File: src/rtl/glyph_fetch_pkg.sv
// glyph_fetch_pkg
//   Shared display definitions for the tile/glyph pixel path: screen geometry,
//   tile-byte field positions, the 3-3-2 colour constants, the 8-entry palette
//   and the shift-add tile index helper.
//   No ports (package).
package glyph_fetch_pkg;

  // Screen and tile geometry
  localparam int COLS      = 40;
  localparam int ROWS      = 30;
  localparam int TILE_LOG2 = 4;
  localparam logic [9:0] HVID = 10'd640;
  localparam logic [9:0] VVID = 10'd480;

  // Tile byte layout: [4:0] glyph id, [7:5] palette index
  localparam int GLYPH_LSB = 0;
  localparam int GLYPH_MSB = 4;
  localparam int PAL_LSB   = 5;
  localparam int PAL_MSB   = 7;

  // Reset pattern of the {h_sync, v_sync, bright} delay line (syncs idle high)
  localparam logic [2:0] SYNC_IDLE = 3'b110;

  // Colours, RRR_GGG_BB
  localparam logic [7:0] BLACK   = 8'b000_000_00;
  localparam logic [7:0] BLUE    = 8'b000_000_11;
  localparam logic [7:0] GREEN   = 8'b000_111_00;
  localparam logic [7:0] CYAN    = 8'b000_111_11;
  localparam logic [7:0] RED     = 8'b111_000_00;
  localparam logic [7:0] MAGENTA = 8'b111_000_11;
  localparam logic [7:0] YELLOW  = 8'b111_111_00;
  localparam logic [7:0] WHITE   = 8'b111_111_11;

  // Palette lookup; index 0 is black so palette-0 foreground is invisible
  function automatic logic [7:0] paletteColor(input logic [2:0] idx);
    logic [7:0] col;
    case (idx)
      3'd0:    col = BLACK;
      3'd1:    col = BLUE;
      3'd2:    col = GREEN;
      3'd3:    col = CYAN;
      3'd4:    col = RED;
      3'd5:    col = MAGENTA;
      3'd6:    col = YELLOW;
      3'd7:    col = WHITE;
      default: col = BLACK;
    endcase
    return col;
  endfunction

  // row*40 + col as (row<<5)+(row<<3)+col, so no multiplier is inferred
  function automatic logic [10:0] tileIndex(input logic [5:0] row, input logic [5:0] col);
    logic [10:0] rowW;
    logic [10:0] colW;
    rowW = {5'd0, row};
    colW = {5'd0, col};
    return (rowW << 5) + (rowW << 3) + colW;
  endfunction

endpackage

File: src/rtl/sync_delay.sv
// sync_delay
//   Fixed-depth shift register used to keep sync/blank flags aligned with a
//   pipelined pixel stage. Every stage loads RESET_VAL on reset so no stale
//   flags survive a reset.
//   Ports:
//     clk   in  1   clock
//     reset in  1   synchronous, active-high
//     din   in  W   flags entering the pipeline
//     dout  out W   flags delayed by D clocks (registered)
module sync_delay #(
  parameter int         W         = 3,
  parameter int         D         = 3,
  parameter logic [W-1:0] RESET_VAL = 3'b110
) (
  input  logic         clk,
  input  logic         reset,
  input  logic [W-1:0] din,
  output logic [W-1:0] dout
);

  logic [W-1:0] pipeR [D];

  // Shift the flags one stage per clock, flushing all stages on reset
  always_ff @(posedge clk) begin
    if (reset) begin
      for (int i = 0; i < D; i++) begin
        pipeR[i] <= RESET_VAL;
      end
    end else begin
      pipeR[0] <= din;
      for (int i = 1; i < D; i++) begin
        pipeR[i] <= pipeR[i-1];
      end
    end
  end

  assign dout = pipeR[D-1];

endmodule

File: src/rtl/glyph_fetch.sv
// glyph_fetch
//   Pixel stage between the VGA timing generator and the pins. Each pixel is
//   mapped to a 16x16 tile of a 40x30 grid, the tile byte is read from tile RAM,
//   the glyph row from glyph ROM, and the 3-3-2 colour is emitted 3 clocks after
//   the pixel coordinates arrived. Sync and bright flags are delayed to match.
//   Ports:
//     clk        in  1   pixel clock
//     reset      in  1   synchronous, active-high
//     h_count    in  10  pixel column
//     v_count    in  10  line
//     h_sync_in  in  1   active-low hsync
//     v_sync_in  in  1   active-low vsync
//     bright_in  in  1   active-area flag
//     tile_addr  out 11  tile RAM read address
//     tile_data  in  8   tile byte {palette[2:0], glyph[4:0]}
//     glyph_addr out 9   glyph ROM address {glyph, row[3:0]}
//     glyph_row  in  16  glyph row, bit 15 leftmost
//     h_sync     out 1   h_sync_in delayed 3 clocks
//     v_sync     out 1   v_sync_in delayed 3 clocks
//     bright     out 1   bright_in delayed 3 clocks
//     rgb        out 8   pixel colour RRR_GGG_BB
module glyph_fetch
  import glyph_fetch_pkg::*;
(
  input  logic        clk,
  input  logic        reset,
  input  logic [9:0]  h_count,
  input  logic [9:0]  v_count,
  input  logic        h_sync_in,
  input  logic        v_sync_in,
  input  logic        bright_in,
  output logic [10:0] tile_addr,
  input  logic [7:0]  tile_data,
  output logic [8:0]  glyph_addr,
  input  logic [15:0] glyph_row,
  output logic        h_sync,
  output logic        v_sync,
  output logic        bright,
  output logic [7:0]  rgb
);

  // Stage 0 combinational terms
  logic        onScreenS;
  logic [10:0] tileAddrS;
  logic        visibleS;

  // Stage 0 registers
  logic [10:0] tileAddrR;
  logic [3:0]  hLo0R;
  logic [3:0]  vLo0R;
  logic        vis0R;

  // Stage 1 registers
  logic [8:0]  glyphAddrR;
  logic [2:0]  palR;
  logic [3:0]  hLo1R;
  logic        vis1R;

  // Stage 2 terms and output register
  logic        pixelBitS;
  logic [7:0]  rgbS;
  logic [7:0]  rgbR;

  logic [2:0]  syncOutS;

  // Tile address and visibility; off-screen pixels address tile 0 and are
  // never visible, which also keeps the address within the 1200-entry RAM
  always_comb begin
    onScreenS = 1'b0;
    tileAddrS = 11'd0;
    if ((h_count < HVID) && (v_count < VVID)) begin
      onScreenS = 1'b1;
      tileAddrS = tileIndex(v_count[9:TILE_LOG2], h_count[9:TILE_LOG2]);
    end else begin
      onScreenS = 1'b0;
      tileAddrS = 11'd0;
    end
    visibleS = bright_in & onScreenS;
  end

  // Stage 0: issue tile RAM read, latch in-tile pixel position
  always_ff @(posedge clk) begin
    if (reset) begin
      tileAddrR <= 11'd0;
      hLo0R     <= 4'd0;
      vLo0R     <= 4'd0;
      vis0R     <= 1'b0;
    end else begin
      tileAddrR <= tileAddrS;
      hLo0R     <= h_count[TILE_LOG2-1:0];
      vLo0R     <= v_count[TILE_LOG2-1:0];
      vis0R     <= visibleS;
    end
  end

  // Stage 1: issue glyph ROM read from the returned tile byte
  always_ff @(posedge clk) begin
    if (reset) begin
      glyphAddrR <= 9'd0;
      palR       <= 3'd0;
      hLo1R      <= 4'd0;
      vis1R      <= 1'b0;
    end else begin
      glyphAddrR <= {tile_data[GLYPH_MSB:GLYPH_LSB], vLo0R};
      palR       <= tile_data[PAL_MSB:PAL_LSB];
      hLo1R      <= hLo0R;
      vis1R      <= vis0R;
    end
  end

  // Pick the glyph bit for this column (bit 15 is leftmost) and colour it
  always_comb begin
    pixelBitS = glyph_row[4'd15 - hLo1R];
    rgbS      = BLACK;
    if (vis1R && pixelBitS) begin
      rgbS = paletteColor(palR);
    end else begin
      rgbS = BLACK;
    end
  end

  // Stage 2: register the output colour
  always_ff @(posedge clk) begin
    if (reset) begin
      rgbR <= BLACK;
    end else begin
      rgbR <= rgbS;
    end
  end

  sync_delay #(
    .W         (3),
    .D         (3),
    .RESET_VAL (SYNC_IDLE)
  ) syncDelay (
    .clk   (clk),
    .reset (reset),
    .din   ({h_sync_in, v_sync_in, bright_in}),
    .dout  (syncOutS)
  );

  assign tile_addr  = tileAddrR;
  assign glyph_addr = glyphAddrR;
  assign rgb        = rgbR;
  assign h_sync     = syncOutS[2];
  assign v_sync     = syncOutS[1];
  assign bright     = syncOutS[0];

endmodule

File: config.mk
export PLATFORM = sky130hd
export DESIGN_NAME = glyph_fetch
export DESIGN_NICKNAME = d
export VERILOG_FILES = /design/src/rtl/glyph_fetch_pkg.sv /design/src/rtl/sync_delay.sv /design/src/rtl/glyph_fetch.sv
export SDC_FILE = /design/constraint.sdc
export NUM_CORES = 1
export LEC_CHECK = 0
export ABC_AREA = 1
export BUFFER_PORTS_ARGS = -buffer_cell sky130_fd_sc_hd__buf_2
export CAP_MARGIN = 20
export CELL_PAD_IN_SITES_DETAIL_PLACEMENT = 0
export CELL_PAD_IN_SITES_GLOBAL_PLACEMENT = 1
export CORE_ASPECT_RATIO = 1.5
export CORE_MARGIN = 10
export CORE_UTILIZATION = 30
export CTS_CLUSTER_DIAMETER = 60
export CTS_CLUSTER_SIZE = 25
export DETAILED_ROUTE_END_ITERATION = 16
export PLACE_DENSITY_LB_ADDON = 0.25
export SETUP_SLACK_MARGIN = 0.4
export SLEW_MARGIN = 10
export SYNTH_ARGS = -nofsm -noshare
export SYNTH_HDL_FRONTEND = slang
export SYNTH_SLANG_ARGS = --single-unit
File: constraint.sdc
create_clock -name clk -period 1.9 [get_ports clk]
set_input_delay 0.285 -clock clk [delete_from_list [all_inputs] [get_ports clk]]
set_output_delay 0.285 -clock clk [all_outputs]
set_load 0.05 [all_outputs]
* Word level (Yosys, flattened, before mapping)
Memory sizes are Yosys's and may differ from the RTL's. A register that Yosys moved wholly into a read port is not among the register bits.
Cells that the tools add are included.
** Word-level totals
- ROM bits :: 64
- Memory bits (writable) :: 9
- Memories kept :: 2
- Logic and storage cells :: 35
- Input bits :: 49
- Register bits :: 37
- Bits in latches :: 0
- Output and inout bits :: 31
** Operators by class
- Bitwise operators :: 6
- Magnitude comparators :: 3
- Reduce and logical (&&, ||, !) cells :: 4
- $add $sub $neg :: 3
- Shift-type cells :: 0
- Divide/modulo/power cells :: 0
- Multiplexer cells :: 9
- $mul :: 0
- Equality and inequality tests :: 0
** Memories
- (name not given) :: words 8, bits a word 8, read ports 1, clocked after Yosys merged registers in 1, wr ports 0, line glyph_fetch_pkg.sv:37 : case (idx)
- syncDelay.pipeR :: words 3, bits a word 3, read ports 3, clocked after Yosys merged registers in 0, wr ports 3, line sync_delay.sv:21 : logic [W-1:0] pipeR [D];
** Operators by type and width (count)
- $add 11x6->11 :: 1
- $add 11x9->11 :: 1
- $lt 10x10->1 const B :: 1
- $lt 10x9->1 const B :: 1
- $mux 3 :: 3
- $lt 4x5->1 const B :: 1
- $mux 1 :: 5
- $bmux 1 s4 :: 1
- $reduce_or 2->1 :: 2
- $sub 4x4->4 const A :: 1
- $or 1x1->1 :: 3
- $logic_and 1x1->1 :: 2
- $not 1->1 :: 2
- $and 1x1->1 :: 1

* Longest topological paths before layout
Gate-level depths: netlist of run 1.
- Word-level depth :: 6
- Gate-level depth with buffers :: 11
- Depth with buffers taken out :: 11

* By module
From an unflattened synthesis of run 1, not the netlist that was laid out.
** Second synthesis, totals
- Cells, all modules :: 256
- Area total of the unflattened synthesis :: 2026.9 um^2
** By module, submodules not included
- glyph_fetch :: instances 1, cells an instance 225, seq. area each 800.8 um^2, area an instance 1750.4 um^2
- sync_delay :: instances 1, cells an instance 31, seq. area each 180.2 um^2, area an instance 276.5 um^2

* Worst setup path before layout of run 1
Ideal clock, no wire load.
- Path type :: input to register
- Start point :: input port h_count[9]
- End point :: register tileAddrR[10] (netlist: tile_addr[10])
- Setup slack :: 0.140 ns
- Library setup time :: 0.065 ns
- Buffers on the path :: 0
- Stages :: 10
- Required time :: 1.835 ns
- Arrival :: 1.695 ns
- Path through :: inv_1 fa_1 fa_1 inv_1 nand3_1 nand2_1 nand2_1 nand2_1 a21oi_1 nor2_1
** On the way
- Word-level cells in the longest chain between the ends :: 4
- Elaborated cells on any way between the ends :: 5
- Classes of those cells :: add/sub: 1; order compare: 1; bitwise: 1; reduce/logical: 2
** RTL lines
- from (decl) :: line glyph_fetch.sv:27 : input logic [9:0] h_count,
- $lt 10x10->1 :: line glyph_fetch.sv:71 : if ((h_count < HVID) && (v_count < VVID)) begin
- $logic_and 1x1->1 :: line glyph_fetch.sv:71
- $not 1->1 (no source line)
- $reduce_or 2->1 (no source line)
- to (signal assigned) :: line glyph_fetch.sv:89 : tileAddrR <= tileAddrS;
- to (decl) :: line glyph_fetch.sv:48 : logic [10:0] tileAddrR;
Several ways; a longest one is shown, not always the timed one.
A chain may end at the register's enable or synchronous reset.

* Worst setup path in the final report of run 1
Ends and elaborated chain as after synthesis.

==> metrics.csv, run 1 <==
stage,metric,value,unit
finish,share of post-route cells with drive strength above 1,0.388,
clocking,clock sinks,49,
worst_hold_path,Hold Path Class,in -> reg,
global_routing,via count of the first global-routing pass,1580,
finish,sequential cell area,981,um2
job,max-cap viol count,0,
critical_path,Worst Setup End Kind,register,
run_status,run status,"finished, final reports clean",
power,part of the power in combinational logic,0.211,
placement,Setup WS pre-CTS,-0.0570,ns
floorplanning,die width,86.3,um
yosys,compound-gate portion of the synthesized area,0.0335,
critical_path,number of logic stages on the critical path including buffering,11,
worst_hold_path,endpoint with the worst hold slack,syncDelay.pipeR[0][2],
yosys,post-synthesis sequential area ratio,0.496,
sta,count of final max-slew check failures,0,
critical_path,most numerous cell on the critical path,sky130_fd_sc_hd__nand2_2,
yosys,main combinational cell family by area after synthesis,simple AND/OR/NAND/NOR gates,
clocking,number of buffers added by the clock tree synthesis step,5,
critical_path,data arrival time of the critical path,1.77,ns
yosys,count of cell types in the netlist,23,
sta,worst slack on hold paths,0.181,ns
critical_path,delay of the slowest critical-path stage,0.46,ns
sta,final worst setup slack,0.365,ns
critical_path,top fanout value on the critical path,2,
sta,Slew @ Worst Pin,0.429,ns
power,sequential cell fraction of total power,0.522,
clocking,maximum level of the CTS H-tree,2,
sta,Worst Skew,0.00497,ns
power,switching power summed over all nets,587,uW
detailed_routing,detailed-router iteration count before antenna repair,4,
yosys,Synth Instances,247,
finish,FILL cells,669,
detailed_routing,detailed-route wire length per cell,11.4,um
sta,RSZ-0062 raised after global routing,true,
yosys,Synth area leader,sky130_fd_sc_hd__dfxtp_1,
clocking,clock-pin transition on the worst setup and hold timing paths,0.08,ns
finish,multi-input combinational cell area,774,um2
detailed_routing,final routed wirelength across all metal layers,4580,um
power,share of total power in the clock network,0.266,
critical_path,startpoint type of the worst setup path,input pin,
yosys,syn avg cell area,8.01,um2
yosys,simple-gate portion of the synthesized area,0.212,
critical_path,Worst R2R End,rgb[4],
placement,Placed Instance Area,2470,um2
detailed_routing,iteration-0 DRC count of the detailed router,19,
critical_path,flop2flop setup slack,0.64,ns
global_routing,gr ovfl total,0,
worst_hold_path,beginning of the worst hold path,h_sync_in,
critical_path,number of buffers and inverters on the critical path,3,
yosys,fraction of synthesized cell area in xor and xnor cells,0,
floorplanning,vertical die dimension,119,um
detailed_routing,final routed DRC violation total,0,
power,power density cells,779,nW/um2
yosys,"FFs w/ async S/R, synth",0,
critical_path,worst endpoint required time,2.14,ns
sta,Final min period,1.53,ns
finish,final-stage net count,390,
power,Leak,0.00145,uW
floorplanning,overall die area,10300,um2
detailed_routing,number of antenna-violating nets in the routed design,0,
placement,quantity of I/O buffers inserted on ports,79,
sta,Max Fclk,652,MHz
placement,post-detail-place hpwl,3680,um
yosys,Synth Warn #,0,
finish,layout overhead on the synthesized area,34.6,%
yosys,synthesis-stage register bit count,49,
yosys,most area-consuming cells after synthesis,"sky130_fd_sc_hd__dfxtp_1 (50%), sky130_fd_sc_hd__inv_1 (12%), sky130_fd_sc_hd__nor2_1 (8.3%), sky130_fd_sc_hd__ha_1 (7.0%), sky130_fd_sc_hd__nand2_1 (4.7%)",
clocking,clock tree from TritonCTS,done,
critical_path,cell chain of the critical path,buf_8 > inv_4 > fa_2 > fa_2 > inv_2 > nand3_2 > nand2_2 > nand2_2 > nand2_2 > a21oi_2 > nor2_1,
critical_path,Reg2Reg Launch Point,hLo1R[0],
global_routing,antenna violations before repair,0,
clocking,Worst-Skew Late Latency,0.29,ns
placement,GPL Wtd Cong,0.775,
critical_path,Crit Path Class,in -> reg,
power,design internal power,1490,uW
floorplanning,core area,6440,um2
power,worst-case vdd ir drop,0.395,mV
critical_path,kind of cell with the highest combined delay on the critical path,adder cells,
yosys,multiplexer fraction of the synthesized cell area,0,
yosys,Syn Std Cell Area,1980,um2
floorplanning,standard-cell rows,36,
worst_hold_path,cell depth of the worst min-delay path,2,
yosys,net count of the mapped netlist,309,
global_routing,largest net degree at the start of global routing,22,
detailed_routing,vias after detailed routing,1599,
sta,Tcrit/Tclk final,0.808,
finish,number of antenna diodes,0,
yosys,"EDFF count, synth",0,
critical_path,critical path's slowest cell,sky130_fd_sc_hd__fa_2,
clocking,Clock Path Buffers,2,
clocking,number of buffers added to fix hold violations after cts,0,
clocking,Clock Tree Root,sky130_fd_sc_hd__clkbuf_8,
yosys,leading register cell type out of synthesis,sky130_fd_sc_hd__dfxtp_1,
global_routing,first-pass GRT wire length,7270,um
detailed_routing,Vias per Instance,3.97,
finish,Finished Cell Area,2670,um2
yosys,most frequently used cell type in the post-synthesis netlist,sky130_fd_sc_hd__inv_1,
sta,relative max-transition margin,0.713,
sta,"Hold Violations, Final",0,
critical_path,Setup crit start,h_count[9],
global_routing,gr usage total,0.0886,
yosys,cell types with the highest counts after synthesis,"sky130_fd_sc_hd__inv_1 (65), sky130_fd_sc_hd__dfxtp_1 (49), sky130_fd_sc_hd__nor2_1 (44)",
sta,Final setup violation count,0,
floorplanning,initial core utilization,0.307,
power,switching share of power,0.283,
critical_path,Reg2Reg Depth,8,
yosys,top cell type's share of synthesized area,0.496,
yosys,Adder-Cell Fraction of Synth Area,0.0898,
floorplanning,count of pins on the block boundary,80,
[worst max path at each step]
stage | slack [ns] | to
finish | 0.37 | tile_addr[10]
global route | 0.33 | tile_addr[10]
CTS | 0.38 | tile_addr[9]
detailed placement | -0.06 | tile_addr[9]
global placement | -0.004 | tile_addr[9]
floorplan | 0.18 | tile_addr[9]
[stage by stage]
| stage | std cells | power (uW) | setup TNS [ns] | util |
|---|---|---|---|---|
| final | 403 | 2080 | 0 | 0.414 |
| after global routing | 403 | 2210 | 0 | 0.414 |
| after CTS | 402 | 2070 | 0 | 0.402 |
| after detailed placement | 396 | 1490 | -0.0686 | 0.383 |
| after global placement | 396 | 1490 | -0.00398 | 0.383 |
| after floorplan | 247 | 1370 | 0 | - |
[sequential cells by signal (all words and copies together) (netlist names), 3 cells and up]
register and count:
vLo0R 4, glyph_addr 9, palR 3, syncDelay.pipeR 9
tile_addr 11, hLo0R 4, rgb 3, hLo1R 4
[timing repair]
item	in CTS	in global routing
endpoints found under the setup margin	4	4
setup buffers	0	1
pin swaps	5	8
gates resized for setup	8	18
[worst register-to-register path, delay by kind of cell, from the launching register on]
family	cells	cell delay [ns]
buffers and inverters	1	0.08
flip-flops	1	0.59
AND/OR/NAND/NOR	7	0.53
[cell type report]
| class | count | share of cell area |
|---|---|---|
| Multi-Input combinational cell | 120 | 0.291 |
| Timing Repair Buffer | 84 | 0.174 |
| Sequential cell | 49 | 0.368 |
| Tap cell | 76 | 0.0357 |
| Clock buffer | 5 | 0.0258 |
| Clock inverter | 1 | 0.00188 |
| Inverter | 68 | 0.104 |
[power by group through the flow]
stage | clock [uW] | combinational, uW | sequential [uW]
6_report | 553 | 438 | 1080
3_5_place_dp | 0 | 382 | 1110
2_1_floorplan | 0 | 183 | 1180
3_3_place_gp | 0 | 379 | 1110
5_1_grt | 633 | 483 | 1090
4_1_cts | 588 | 401 | 1080
[per-layer routing]
metal,up-vias,routed length (um),global-route usage
met1,674,1670,0.0866
met3,8,376,0.0402
met5,-,0,0
met2,51,2420,0.151
met4,0,115,0.0457
li1,866,-,-
[cell families (layout without fill, tap and decap cells)]
logic type                 count (synthesis)  after routing
AOI/OAI and AO/OA                         12             12
adders and majority gates                 13             13
buffers and inverters                     78            158
DFF                                       49             49
and+or+nand+nor                           95             95
[cells in the final DEF, fill, tap and decap left out, types with 2 or more instances in the layout]
| cell type | netlist | final |
|---|---|---|
| sky130_fd_sc_hd__a21oi_2 | 0 | 2 |
| sky130_fd_sc_hd__inv_4 | 0 | 3 |
| sky130_fd_sc_hd__a21oi_1 | 7 | 4 |
| sky130_fd_sc_hd__buf_8 | 0 | 2 |
| sky130_fd_sc_hd__nand3_1 | 13 | 12 |
| sky130_fd_sc_hd__ha_1 | 11 | 7 |
| sky130_fd_sc_hd__nand2_2 | 4 | 7 |
| sky130_fd_sc_hd__nor2_1 | 44 | 44 |
| sky130_fd_sc_hd__nand2_1 | 25 | 22 |
| sky130_fd_sc_hd__dfxtp_1 | 49 | 49 |
| sky130_fd_sc_hd__ha_4 | 0 | 4 |
| sky130_fd_sc_hd__clkbuf_8 | 0 | 5 |
| sky130_fd_sc_hd__or2_2 | 6 | 6 |
| sky130_fd_sc_hd__o21ai_1 | 1 | 3 |
| sky130_fd_sc_hd__inv_2 | 2 | 5 |
| sky130_fd_sc_hd__buf_2 | 1 | 76 |
| sky130_fd_sc_hd__inv_1 | 65 | 58 |
| sky130_fd_sc_hd__fa_2 | 0 | 2 |
| sky130_fd_sc_hd__inv_8 | 1 | 2 |
| sky130_fd_sc_hd__buf_4 | 5 | 4 |
| sky130_fd_sc_hd__buf_6 | 2 | 2 |
Power figures use the tool's default switching activity.
==> run 2: changes to the inputs <==
Clock period 1.9 ns to 1.3 ns, I/O delays scaled along.
==> run 2 against run 1 <==
Against the previous run: cell area is 23% higher; sequential share of layout area is 5.4 points lower; via count is 7.4% higher; the flow now finishes with violations (negative setup slack); highest routed layer unchanged; die area did not move; routed wire length increased by 5.9%; sequential cell count stayed put; worst setup slack got worse by 0.51 ns.
==> metrics.csv, run 2 (synthesis results as in run 1) <==
stage,metric,value,unit,change
clocking,Worst-Skew Late Latency,0.29,ns,about the same
sta,RSZ-0062 raised after global routing,true,,unchanged
finish,sequential cell area,1030,um2,was 981 um2
power,switching share of power,0.264,,was 0.283
critical_path,Reg2Reg Launch Point,hLo1R[0],,unchanged
critical_path,Reg2Reg Depth,8,,unchanged
placement,GPL Wtd Cong,0.798,,was 0.775
sta,"Hold Violations, Final",0,,unchanged
floorplanning,standard-cell rows,36,,unchanged
global_routing,antenna violations before repair,0,,unchanged
power,total power of the final layout,3470,uW,was 2080 uW
critical_path,Worst R2R End,rgb[4],,unchanged
detailed_routing,iteration-0 DRC count of the detailed router,27,,was 19
sta,Slew @ Worst Pin,0.259,ns,was 0.429 ns
floorplanning,die width,86.3,um,unchanged
power,switching power summed over all nets,916,uW,was 587 uW
critical_path,startpoint type of the worst setup path,input pin,,unchanged
detailed_routing,number of antenna-violating nets in the routed design,0,,unchanged
critical_path,flop2flop setup slack,0.18,ns,was 0.64 ns
critical_path,data arrival time of the critical path,1.67,ns,was 1.77 ns
clocking,clock sinks,49,,unchanged
critical_path,Crit Path Class,in -> reg,,unchanged
finish,multi-input combinational cell area,861,um2,was 774 um2
sta,Worst Skew,0.00214,ns,was 0.00497 ns
power,part of the power in combinational logic,0.221,,was 0.211
placement,post-detail-place hpwl,3740,um,was 3680 um
sta,Final min period,1.44,ns,
global_routing,gr usage total,0.0946,,was 0.0886
finish,most frequent standard cell in the layout excluding fill and tap cells,sky130_fd_sc_hd__inv_1,,was sky130_fd_sc_hd__buf_2
clocking,maximum level of the CTS H-tree,2,,unchanged
floorplanning,initial core utilization,0.307,,unchanged
detailed_routing,detailed-route wire length per cell,11.6,um,was 11.4 um
global_routing,via count of the first global-routing pass,1803,,"was 1,580"
power,worst-case vdd ir drop,0.673,mV,was 0.395 mV
finish,post-layout instance count excluding filler cells,419,,was 403
power,Leak,0.00164,uW,was 0.00145 uW
floorplanning,core area,6440,um2,unchanged
power,sequential cell fraction of total power,0.461,,was 0.522
power,power density cells,1060,nW/um2,was 779 nW/um2
power,share of total power in the clock network,0.318,,was 0.266
detailed_routing,Vias per Instance,4.10,,was 3.97
sta,Tcrit/Tclk final,1.11,,
clocking,Clock Path Buffers,2,,unchanged
detailed_routing,vias after detailed routing,1717,,"was 1,599"
run_status,run status,"complete, but fails checks",,"was finished, final reports clean"
finish,share of post-route cells with drive strength above 1,0.557,,was 0.388
clocking,clock-pin transition on the worst setup and hold timing paths,0.08,ns,about the same
placement,Setup WS pre-CTS,-0.528,ns,was -0.0570 ns
finish,final-stage net count,404,,was 390
global_routing,gr ovfl total,0,,unchanged
sta,Final setup violation count,5,,was 0
global_routing,largest net degree at the start of global routing,16,,was 22
critical_path,last element of the critical path,tile_addr[9],,was tile_addr[10]
power,design internal power,2550,uW,was 1490 uW
floorplanning,vertical die dimension,119,um,unchanged
clocking,Clock Tree Root,sky130_fd_sc_hd__clkbuf_8,,unchanged
job,max-cap viol count,0,,unchanged
worst_hold_path,Hold Path Class,in -> reg,,unchanged
sta,count of final max-slew check failures,0,,unchanged
finish,number of antenna diodes,0,,unchanged
detailed_routing,detailed-router iteration count before antenna repair,4,,unchanged
detailed_routing,final routed DRC violation total,0,,unchanged
worst_hold_path,cell depth of the worst min-delay path,2,,unchanged
critical_path,Setup crit start,v_count[6],,was h_count[9]
clocking,clock tree from TritonCTS,done,,unchanged
sta,relative max-transition margin,0.827,,was 0.713
clocking,number of buffers added by the clock tree synthesis step,5,,unchanged
global_routing,first-pass GRT wire length,8030,um,was 7270 um
finish,layout overhead on the synthesized area,65.2,%,was 34.6%
finish,FILL cells,638,,was 669
finish,"commonest non-fill, non-tap cells in the layout","sky130_fd_sc_hd__inv_1 (58), sky130_fd_sc_hd__buf_2 (45), sky130_fd_sc_hd__nor2_1 (43), sky130_fd_sc_hd__buf_8 (33), sky130_fd_sc_hd__dfxtp_2 (24)",,"was sky130_fd_sc_hd__buf_2 (76), sky130_fd_sc_hd__inv_1 (58), sky130_fd_sc_hd__dfxtp_1 (49), sky130_fd_sc_hd__nor2_1 (44), sky130_fd_sc_hd__nand2_1 (22)"
detailed_routing,final routed wirelength across all metal layers,4850,um,was 4580 um
sta,final worst setup slack,-0.141,ns,was 0.365 ns
floorplanning,count of pins on the block boundary,80,,unchanged
floorplanning,overall die area,10300,um2,unchanged
placement,quantity of I/O buffers inserted on ports,79,,unchanged
critical_path,top fanout value on the critical path,2,,unchanged
critical_path,Worst Setup End Kind,register,,unchanged
run_status,violations in the final reports,negative setup slack,,
critical_path,worst endpoint required time,1.53,ns,was 2.14 ns
finish,max FFs per register,11,,unchanged
sta,Max Fclk,694,MHz,
placement,cell total after placement,408,,was 396
-- run 2: cell count changes in the layout (fill, tap and decap cells not counted), sizes merged --
| cell | change |
|---|---|
| buf | +14 |
| bufinv | +1 |
| clkbuf | +1 |
| clkinv | -1 |
| clkinvlp | +1 |
-- run 2: cell type report --
type / count / share of cell area
tap: 76 / 0.0291
timing repair buffer: 98 / 0.274
multi-input combinational: 120 / 0.263
inverter: 68 / 0.0834
sequential: 49 / 0.314
clock inverter: 2 / 0.0115
clock buffer: 6 / 0.0253
-- run 2: worst min-delay path by stage --
stage | start | to | slack (ns)
finish | h_sync_in | syncDelay.pipeR[0][2] | 0.08
global route | h_sync_in | syncDelay.pipeR[0][2] | 0.07
CTS | h_sync_in | syncDelay.pipeR[0][2] | 0.07
detailed placement | h_sync_in | syncDelay.pipeR[0][2] | 0.38
global placement | h_sync_in | syncDelay.pipeR[0][2] | 0.38
floorplan | v_sync_in | syncDelay.pipeR[0][1] | 0.30
-- run 2: repair_timing --
action / 4_1_cts / 5_1_grt
buffers inserted: 1 / 2
hold buffers: 0 / 0
pin swaps: 13 / 19
gates resized for setup: 132 / 31
setup endpoints to repair: 40 / 40
-- run 2: stage by stage --
step / hold WS (ns) / utilization / TNS, ns / area (um2)
2_1_floorplan: 0.299 / - / -1.33 / 2050
3_3_place_gp: 0.380 / 0.401 / -2.61 / 2580
3_5_place_dp: 0.379 / 0.401 / -2.77 / 2580
4_1_cts: 0.0660 / 0.486 / -0.385 / 3130
5_1_grt: 0.0722 / 0.508 / -0.940 / 3270
6_report: 0.0799 / 0.508 / -0.513 / 3270
-- run 2: power by group through the flow --
stage	Combinational [uW]	Clock (uW)	Sequential, uW
3_3_place_gp	599	0	1610
4_1_cts	725	1160	1600
5_1_grt	842	1220	1610
3_5_place_dp	603	0	1620
2_1_floorplan	269	0	1730
6_report	768	1100	1600
-- run 2: per-layer routing --
layer | part of all wire | vias up | global-route usage | wire length (um)
met1 | 0.33 | 749 | 0.0856 | 1600
met5 | 0 | - | 0 | 0
met2 | 0.53 | 57 | 0.172 | 2570
met3 | 0.11 | 11 | 0.0477 | 535
li1 | - | 900 | - | -
met4 | 0.030 | 0 | 0.0356 | 144
-- run 2: critical path, stage by stage --
cell and delay (ns):
sky130_fd_sc_hd__buf_8 0.09, sky130_fd_sc_hd__inv_8 0.03, sky130_fd_sc_hd__fa_2 0.59, sky130_fd_sc_hd__inv_2 0.05, sky130_fd_sc_hd__ha_4 0.25, sky130_fd_sc_hd__inv_2 0.06, sky130_fd_sc_hd__nor3_4 0.15, sky130_fd_sc_hd__a21oi_2 0.08
sky130_fd_sc_hd__nand2_1 0.06, sky130_fd_sc_hd__nand2_1 0.04, sky130_fd_sc_hd__nor2_1 0.08
